===== config.mk =====
export PLATFORM = sky130hd
export DESIGN_NAME = arith_sched_flat
export DESIGN_NICKNAME = d
export VERILOG_FILES = /design/src/rtl/arith_sched_if.sv /design/src/rtl/arith_sched.sv /design/src/flat_wrapper.sv
export SDC_FILE = /design/constraint.sdc
export NUM_CORES = 1
export LEC_CHECK = 0
export ABC_AREA = 0
export BUFFER_PORTS_ARGS = -buffer_cell sky130_fd_sc_hd__buf_4
export CAP_MARGIN = 15
export CORE_UTILIZATION = 52
export CTS_CLUSTER_SIZE = 14
export DETAILED_ROUTE_END_ITERATION = 12
export GPL_ROUTABILITY_DRIVEN = 0
export MAX_ROUTING_LAYER = met4
export PLACE_DENSITY_LB_ADDON = 0.2
export SLEW_MARGIN = 15
export SYNTH_ARGS = -nofsm -noshare
export SYNTH_HDL_FRONTEND = slang
export SYNTH_SLANG_ARGS = --single-unit

===== constraint.sdc =====
create_clock -name clk -period 5.1 [get_ports clk]
set_clock_uncertainty 0.1 [all_clocks]
set_input_delay 1.53 -clock clk [delete_from_list [all_inputs] [get_ports clk]]
set_output_delay 1.53 -clock clk [all_outputs]
set_load 0.01 [all_outputs]

===== src/rtl/arith_sched_if.sv =====
// Request/response bundle for arith_sched: two valid/ready requesters and one tagged response port.
interface arith_sched_if;
  logic        req0_valid;
  logic        req0_ready;
  logic [1:0]  req0_op;
  logic [7:0]  req0_a;
  logic [7:0]  req0_b;

  logic        req1_valid;
  logic        req1_ready;
  logic [1:0]  req1_op;
  logic [7:0]  req1_a;
  logic [7:0]  req1_b;

  logic        rsp_valid;
  logic        rsp_ready;
  logic        rsp_id;
  logic [15:0] rsp_data;
  logic        busy;

  modport master (
    output req0_valid, req0_op, req0_a, req0_b,
    output req1_valid, req1_op, req1_a, req1_b,
    output rsp_ready,
    input  req0_ready, req1_ready,
    input  rsp_valid, rsp_id, rsp_data, busy
  );

  modport slave (
    input  req0_valid, req0_op, req0_a, req0_b,
    input  req1_valid, req1_op, req1_a, req1_b,
    input  rsp_ready,
    output req0_ready, req1_ready,
    output rsp_valid, rsp_id, rsp_data, busy
  );
endinterface


===== src/rtl/arith_sched.sv =====
// Round-robin two-requester scheduler feeding a two-stage add/sub/mul pipeline.
// Multiplier is present only when ARITH_SCHED_MUL_EN is defined; otherwise op 10 yields zero.
module arith_sched (
  input logic          clk,
  input logic          rst,
  arith_sched_if.slave bus
);

  typedef enum logic [1:0] {
    OP_ADD = 2'b00,
    OP_SUB = 2'b01,
    OP_MUL = 2'b10,
    OP_RSV = 2'b11
  } op_e;

  // Stage 1: operand register
  logic        s1_valid;
  op_e         s1_op;
  logic [7:0]  s1_a;
  logic [7:0]  s1_b;
  logic        s1_id;

  // Stage 2: result register, drives the response port directly
  logic        rsp_valid_q;
  logic        rsp_id_q;
  logic [15:0] rsp_data_q;

  logic        last;
  logic        adv;
  logic        grant_any;
  logic        grant_id;
  logic        accept;
  op_e         sel_op;
  logic [7:0]  sel_a;
  logic [7:0]  sel_b;
  logic [15:0] result;

  // The whole pipeline moves together; a stalled response freezes both stages.
  assign adv = !rsp_valid_q || bus.rsp_ready;

  always_comb begin
    grant_any = bus.req0_valid || bus.req1_valid;
    grant_id  = 1'b0;
    if (bus.req0_valid && bus.req1_valid) begin
      grant_id = !last;
    end else if (bus.req1_valid) begin
      grant_id = 1'b1;
    end
  end

  assign accept         = adv && grant_any && !rst;
  assign bus.req0_ready = accept && !grant_id;
  assign bus.req1_ready = accept && grant_id;

  always_comb begin
    sel_op = op_e'(bus.req0_op);
    sel_a  = bus.req0_a;
    sel_b  = bus.req0_b;
    if (grant_id) begin
      sel_op = op_e'(bus.req1_op);
      sel_a  = bus.req1_a;
      sel_b  = bus.req1_b;
    end
  end

  always_comb begin
    result = '0;
    case (s1_op)
      OP_ADD: result = {8'h00, s1_a + s1_b};
      OP_SUB: result = {8'h00, s1_a - s1_b};
`ifdef ARITH_SCHED_MUL_EN
      OP_MUL: result = {8'h00, s1_a} * {8'h00, s1_b};
`else
      OP_MUL: result = '0;
`endif
      OP_RSV: result = '0;
      default: result = '0;
    endcase
  end

  always_ff @(posedge clk) begin
    if (rst) begin
      s1_valid    <= 1'b0;
      rsp_valid_q <= 1'b0;
      rsp_id_q    <= 1'b0;
      rsp_data_q  <= '0;
      last        <= 1'b1;
    end else if (adv) begin
      rsp_valid_q <= s1_valid;
      if (s1_valid) begin
        rsp_data_q <= result;
        rsp_id_q   <= s1_id;
      end
      s1_valid <= grant_any;
      if (grant_any) begin
        last <= grant_id;
      end
    end
  end

  // Operand payload needs no reset: it is qualified by s1_valid.
  always_ff @(posedge clk) begin
    if (adv && grant_any) begin
      s1_op <= sel_op;
      s1_a  <= sel_a;
      s1_b  <= sel_b;
      s1_id <= grant_id;
    end
  end

  assign bus.rsp_valid = rsp_valid_q;
  assign bus.rsp_id    = rsp_id_q;
  assign bus.rsp_data  = rsp_data_q;
  assign bus.busy      = s1_valid || rsp_valid_q;

endmodule


===== src/flat_wrapper.sv =====
// flat-port wrapper written by rule: the top's interface ports become plain ports
module arith_sched_flat 
  (clk, rst, bus_req0_valid, bus_req0_op, bus_req0_a, bus_req0_b, bus_req1_valid, bus_req1_op, bus_req1_a, bus_req1_b, bus_rsp_ready, bus_req0_ready, bus_req1_ready, bus_rsp_valid, bus_rsp_id, bus_rsp_data, bus_busy);
  arith_sched_if bus_i ();
  input logic clk;
  input logic rst;
  input wire logic [$bits(bus_i.req0_valid)-1:0] bus_req0_valid;
  input wire logic [$bits(bus_i.req0_op)-1:0] bus_req0_op;
  input wire logic [$bits(bus_i.req0_a)-1:0] bus_req0_a;
  input wire logic [$bits(bus_i.req0_b)-1:0] bus_req0_b;
  input wire logic [$bits(bus_i.req1_valid)-1:0] bus_req1_valid;
  input wire logic [$bits(bus_i.req1_op)-1:0] bus_req1_op;
  input wire logic [$bits(bus_i.req1_a)-1:0] bus_req1_a;
  input wire logic [$bits(bus_i.req1_b)-1:0] bus_req1_b;
  input wire logic [$bits(bus_i.rsp_ready)-1:0] bus_rsp_ready;
  output wire logic [$bits(bus_i.req0_ready)-1:0] bus_req0_ready;
  output wire logic [$bits(bus_i.req1_ready)-1:0] bus_req1_ready;
  output wire logic [$bits(bus_i.rsp_valid)-1:0] bus_rsp_valid;
  output wire logic [$bits(bus_i.rsp_id)-1:0] bus_rsp_id;
  output wire logic [$bits(bus_i.rsp_data)-1:0] bus_rsp_data;
  output wire logic [$bits(bus_i.busy)-1:0] bus_busy;
  assign bus_i.req0_valid = bus_req0_valid;
  assign bus_i.req0_op = bus_req0_op;
  assign bus_i.req0_a = bus_req0_a;
  assign bus_i.req0_b = bus_req0_b;
  assign bus_i.req1_valid = bus_req1_valid;
  assign bus_i.req1_op = bus_req1_op;
  assign bus_i.req1_a = bus_req1_a;
  assign bus_i.req1_b = bus_req1_b;
  assign bus_i.rsp_ready = bus_rsp_ready;
  assign bus_req0_ready = bus_i.req0_ready;
  assign bus_req1_ready = bus_i.req1_ready;
  assign bus_rsp_valid = bus_i.rsp_valid;
  assign bus_rsp_id = bus_i.rsp_id;
  assign bus_rsp_data = bus_i.rsp_data;
  assign bus_busy = bus_i.busy;
  arith_sched u_core (.clk(clk), .rst(rst), .bus(bus_i));
endmodule

== Word-level counts from Yosys, hierarchy flattened ==
Index checks and enable logic that the tools add are counted.
W data, S select, Z words.

* Flip-flop bits (word level): 39
* Logic and storage cells: 36

* Add/subtract/negate cells: 2
* Equal/unequal tests: 3
* Mux-type cells: 6
* Reductions and logical operators: 16

{| class="wikitable"
|+ Operator list
! operator !! number
|-
| $pmux W16 S3 || 1
|-
| $mux W8 || 2
|-
| $add A8 B8 Y8 || 1
|-
| $sub A8 B8 Y8 || 1
|-
| $logic_and A1 B1 Y1 || 5
|-
| $eq A2 B2 Y1 const B || 2
|-
| $logic_not A1 Y1 || 4
|-
| $reduce_and A2 Y1 || 2
|-
| $logic_or A1 B1 Y1 || 3
|-
| $eq A2 B1 Y1 const B || 1
|-
| $logic_not A2 Y1 || 1
|-
| $mux W1 || 2
|-
| $mux W2 || 1
|-
| $reduce_or A2 Y1 || 1
|}

== Longest topological paths before layout ==
* Word-level depth: 5
* Depth in mapped cells: 11
* Depth with buffers taken out: 10

== Worst setup path before layout ==
Ideal clock, no wire load.

* Path type: input -> output
* From: input bus_req1_valid
* To: output bus_req1_ready
* Arrival time: 2.354 ns
* Setup slack: 1.116 ns
* Stages on the path: 3
* Buffers on the path: 1
* Cell sequence: a21boi_1 -> buf_2 -> nor3b_1

* Elaborated cells on any way between the ends: 7

{| class="wikitable"
|+ RTL lines
! item !! line !! source
|-
| start: declaration || flat_wrapper.sv:11 || <nowiki>input wire logic [$bits(bus_i.req1_valid)-1:0] bus_req1_valid;</nowiki>
|-
| $mux W1 or $logic_and A1 B1 Y1 (tied branches) || arith_sched.sv:46, arith_sched.sv:44 ||
|-
| $mux W1 (*) || arith_sched.sv:44 || <nowiki>if (bus.req0_valid && bus.req1_valid) begin</nowiki>
|-
| net u_core.grant_id || arith_sched.sv:31 || <nowiki>logic grant_id;</nowiki>
|-
| $logic_and A1 B1 Y1 (*) || arith_sched.sv:53 || <nowiki>assign bus.req1_ready = accept && grant_id;</nowiki>
|-
| end: declaration || flat_wrapper.sv:17 || <nowiki>output wire logic [$bits(bus_i.req1_ready)-1:0] bus_req1_ready;</nowiki>
|}

Mark *: on every way through the listed nets, which the timed path passes. The rest lies on a longest branch.

== Worst setup path in the final report ==
* From: input bus_req0_valid
* To: output bus_req1_ready

* Cells in the longest elaborated chain, start to end: 4
* Elaborated cells on any way between the ends: 6

{| class="wikitable"
|+ RTL lines
! item !! line !! source
|-
| start: declaration || flat_wrapper.sv:7 || <nowiki>input wire logic [$bits(bus_i.req0_valid)-1:0] bus_req0_valid;</nowiki>
|-
| $logic_or A1 B1 Y1 || arith_sched.sv:42 || <nowiki>grant_any = bus.req0_valid || bus.req1_valid;</nowiki>
|-
| $logic_and A1 B1 Y1 (2 in series) || arith_sched.sv:51 || <nowiki>assign accept = adv && grant_any && !rst;</nowiki>
|-
| $logic_and A1 B1 Y1 (*) || arith_sched.sv:53 ||
|}

Every way passes the cells marked *; elsewhere a longest branch is shown, timed or not.

==> impl_metrics.toml <==
[grt]
grt_max_degree = 23
grt_pass1_wl_um = 5620
antenna_found_initial = 0
grt_overflow = 0
grt_pass1_vias = 1367
grt_usage_pct = 22.1

[setup_path]
crit_path_start_kind = "input pin"
crit_fanout = 22
critPathCaptureType = "output pin"
required_ns = 3.47
crit_arrival_ns = 2.48
crit_type = "input pin to output pin"

[finish]
multiInputGateArea_um2 = 917
drive_gt1_share_pct = 40.5
ff_latch_area_um2 = 811
antenna_cells = 0
final_cell_area_um2 = 2280
fin_util_pct = 67.9
area_delta_synth_final_pct = 24.0
num-fill-cells = 270
nNetsFinal = 269

[placement]
dp_hpwl_um = 2740
pre_cts_ws_ns = 0.999
io_buffers = 53
postPlaceCellArea_um2 = 2240

[die]
ios = 62
fp.dieH_um = 61.5
chipWidth_um = 61.5
die-area_um2 = 3790
num_rows = 21
coreArea_um2 = 3360
start_util_pct = 54.8

[detailed_routing]
drtAntennaViolNets = 0
wl_um = 3430
vias = 1366
drt_pre_antenna_iters = 4
drc_errors = 0
initialDrtViolationCount = 42
avgViaCountPerCell = 5.14
post_drt_wl_per_cell_um = 12.9

[clock_network]
post_cts_buffers = 0
post_cts_resized = 0
cts_buffers = 5
clkTransAtPathRegs_ns = 0.08
cts_tree = "done"
clockBufferDepth = 2
ctsHoldBuffers = 0
root_buffer = "clkbuf_4"
insertion_delay_ns = 0.33
cts_htree_levels = 2
cts.sinks = 31

[yosys]
yosysSeqAreaShare_pct = 44.0
synthDistinctLibCells = 49
synth_adder_area_share_pct = 6.52
synth-main-ff-cell = "edfxtp_1"
synth-xor-area-share_pct = 4.28
yosysTopAreaCell = "edfxtp_1"
synth_top_family_by_area = "simple AND/OR/NAND/NOR gates"
ys_warn_count = 0
synth_area_leaders = "edfxtp_1, dfxtp_1, mux2_2"
synthMuxAreaShare_pct = 11.6
synthArstFlopShare_pct = 0
synth-compound-area-share_pct = 11.3
synth_edf_count = 19
yosysTopAreaCellShare_pct = 31.0
synth.cell_area_um2 = 1840
netlist_instances = 165
synth-seq-cells = 31
synthSimpleGateAreaFrac_pct = 14.2
postSynthAreaPerCell_um2 = 11.2

[sta]
hold_slack_ns = 0.383
fin_crit_sh_pct = 80.7
fmax_mhz = 243
slew_headroom_pct = 50.0
slew_violations = 0
rsz0062_at_grt = "no"
fin_tns_setup_ns = 0
setup_viol = 0
worst_slack_ns = 0.985
worst_pin_slew_ns = 0.750
finalHoldViolations = 0
finalCriticalPeriod_ns = 4.11

[job]
max-cap-violations = 0

[status]
status = "completed"

[pwr]
p_leak_nw = 0.984
vdd_drop_max_uv = 180
power_density_nw_per_um2 = 291

[min_path]
hp-class = "register to register"
[logic make-up after synthesis]
family | Yosys count
other cells | 1
compound gates | 30
buf+inv | 26
mux | 19
simple gates | 40
fa+ha+maj | 9
xor+xnor | 9
flops | 31
[placed cells by master (no fill, tap or decap), drive strengths merged, types with 2 or more instances in the layout]
cell | Yosys | final
nand3b | 2 | 2
xor2 | 3 | 3
nor3 | 7 | 7
nand2 | 4 | 4
buf | 12 | 54
a21oi | 13 | 13
or2 | 2 | 2
dfxtp | 12 | 12
ha | 8 | 8
nor2 | 11 | 11
xnor2 | 6 | 6
nor2b | 3 | 3
o21ai | 5 | 5
conb | 1 | 8
a31oi | 4 | 4
edfxtp | 19 | 19
inv | 12 | 12
clkbuf | 2 | 8
mux2 | 19 | 19
[worst max-delay path: stages]
cell,delay [ns]
buf_4,0.12
a21boi_2,0.12
buf_4,0.27
nor3b_1,0.27
buf_4,0.17
[layer usage]
metal / vias to the layer above / wire length (um) / track usage (%)
met3: 5 / 175 / 7.56
met2: 46 / 1900 / 41.2
met1: 633 / 1300 / 21.4
li1: 682 / - / -
met4: 0 / 46 / 6.67
met5: - / 0 / -
[area by class of cell]
| type | instances | area share, % |
|---|---|---|
| inverters | 12 | 1.97 |
| flip-flops and latches | 31 | 35.5 |
| repair buffers | 54 | 17.7 |
| clock buffers | 8 | 2.14 |
| multi-input cells | 115 | 40.1 |
| well taps | 46 | 2.52 |
[sequential cells by signal (all words and copies together) (netlist names)]
signal,cells
u_core.bus.rsp_valid,1
u_core.s1_b,8
u_core.last,1
u_core.s1_id,1
u_core.s1_op,2
u_core.bus.rsp_data,8
u_core.bus.rsp_id,1
u_core.s1_a,8
u_core.s1_valid,1
[stage by stage]
step	std cells	power, mW
CTS	266	0.671
floorplan	172	0.477
global placement	258	0.531
finish	266	0.664
global route	266	0.713
detailed placement	258	0.539
[synth_stat cells (2+ instances only)]
| master | n |
|---|---|
| a21oi_1 | 13 |
| a31oi_1 | 3 |
| buf_2 | 2 |
| buf_4 | 8 |
| buf_6 | 2 |
| clkbuf_1 | 2 |
| dfxtp_1 | 12 |
| edfxtp_1 | 19 |
| ha_1 | 8 |
| inv_1 | 12 |
| mux2_2 | 18 |
| nand2_1 | 3 |
| nand3b_1 | 2 |
| nor2_1 | 11 |
| nor3_1 | 5 |
| nor3_4 | 2 |
| o21ai_0 | 3 |
| or2_2 | 2 |
| xnor2_1 | 6 |
| xor2_1 | 3 |
[final timing paths]
| path | slack [ns] | end | from | cells past startpoint |
|---|---|---|---|---|
| max | 0.99 | bus_req1_ready | bus_req0_valid | 5 |
| min | 0.38 | u_core.bus.rsp_id | u_core.bus.rsp_id | 2 |
| max reg2reg | 2.32 | u_core.bus.rsp_data[4] | u_core.s1_op[1] | 8 |
| min reg2reg | 0.38 | u_core.bus.rsp_id | u_core.bus.rsp_id | 2 |
[power by group]
part	switching, mW	internal, mW
clock	0.0774	0.0548
sequential	0.0193	0.295
combinational	0.107	0.110
(Power assumes the default switching activity.)
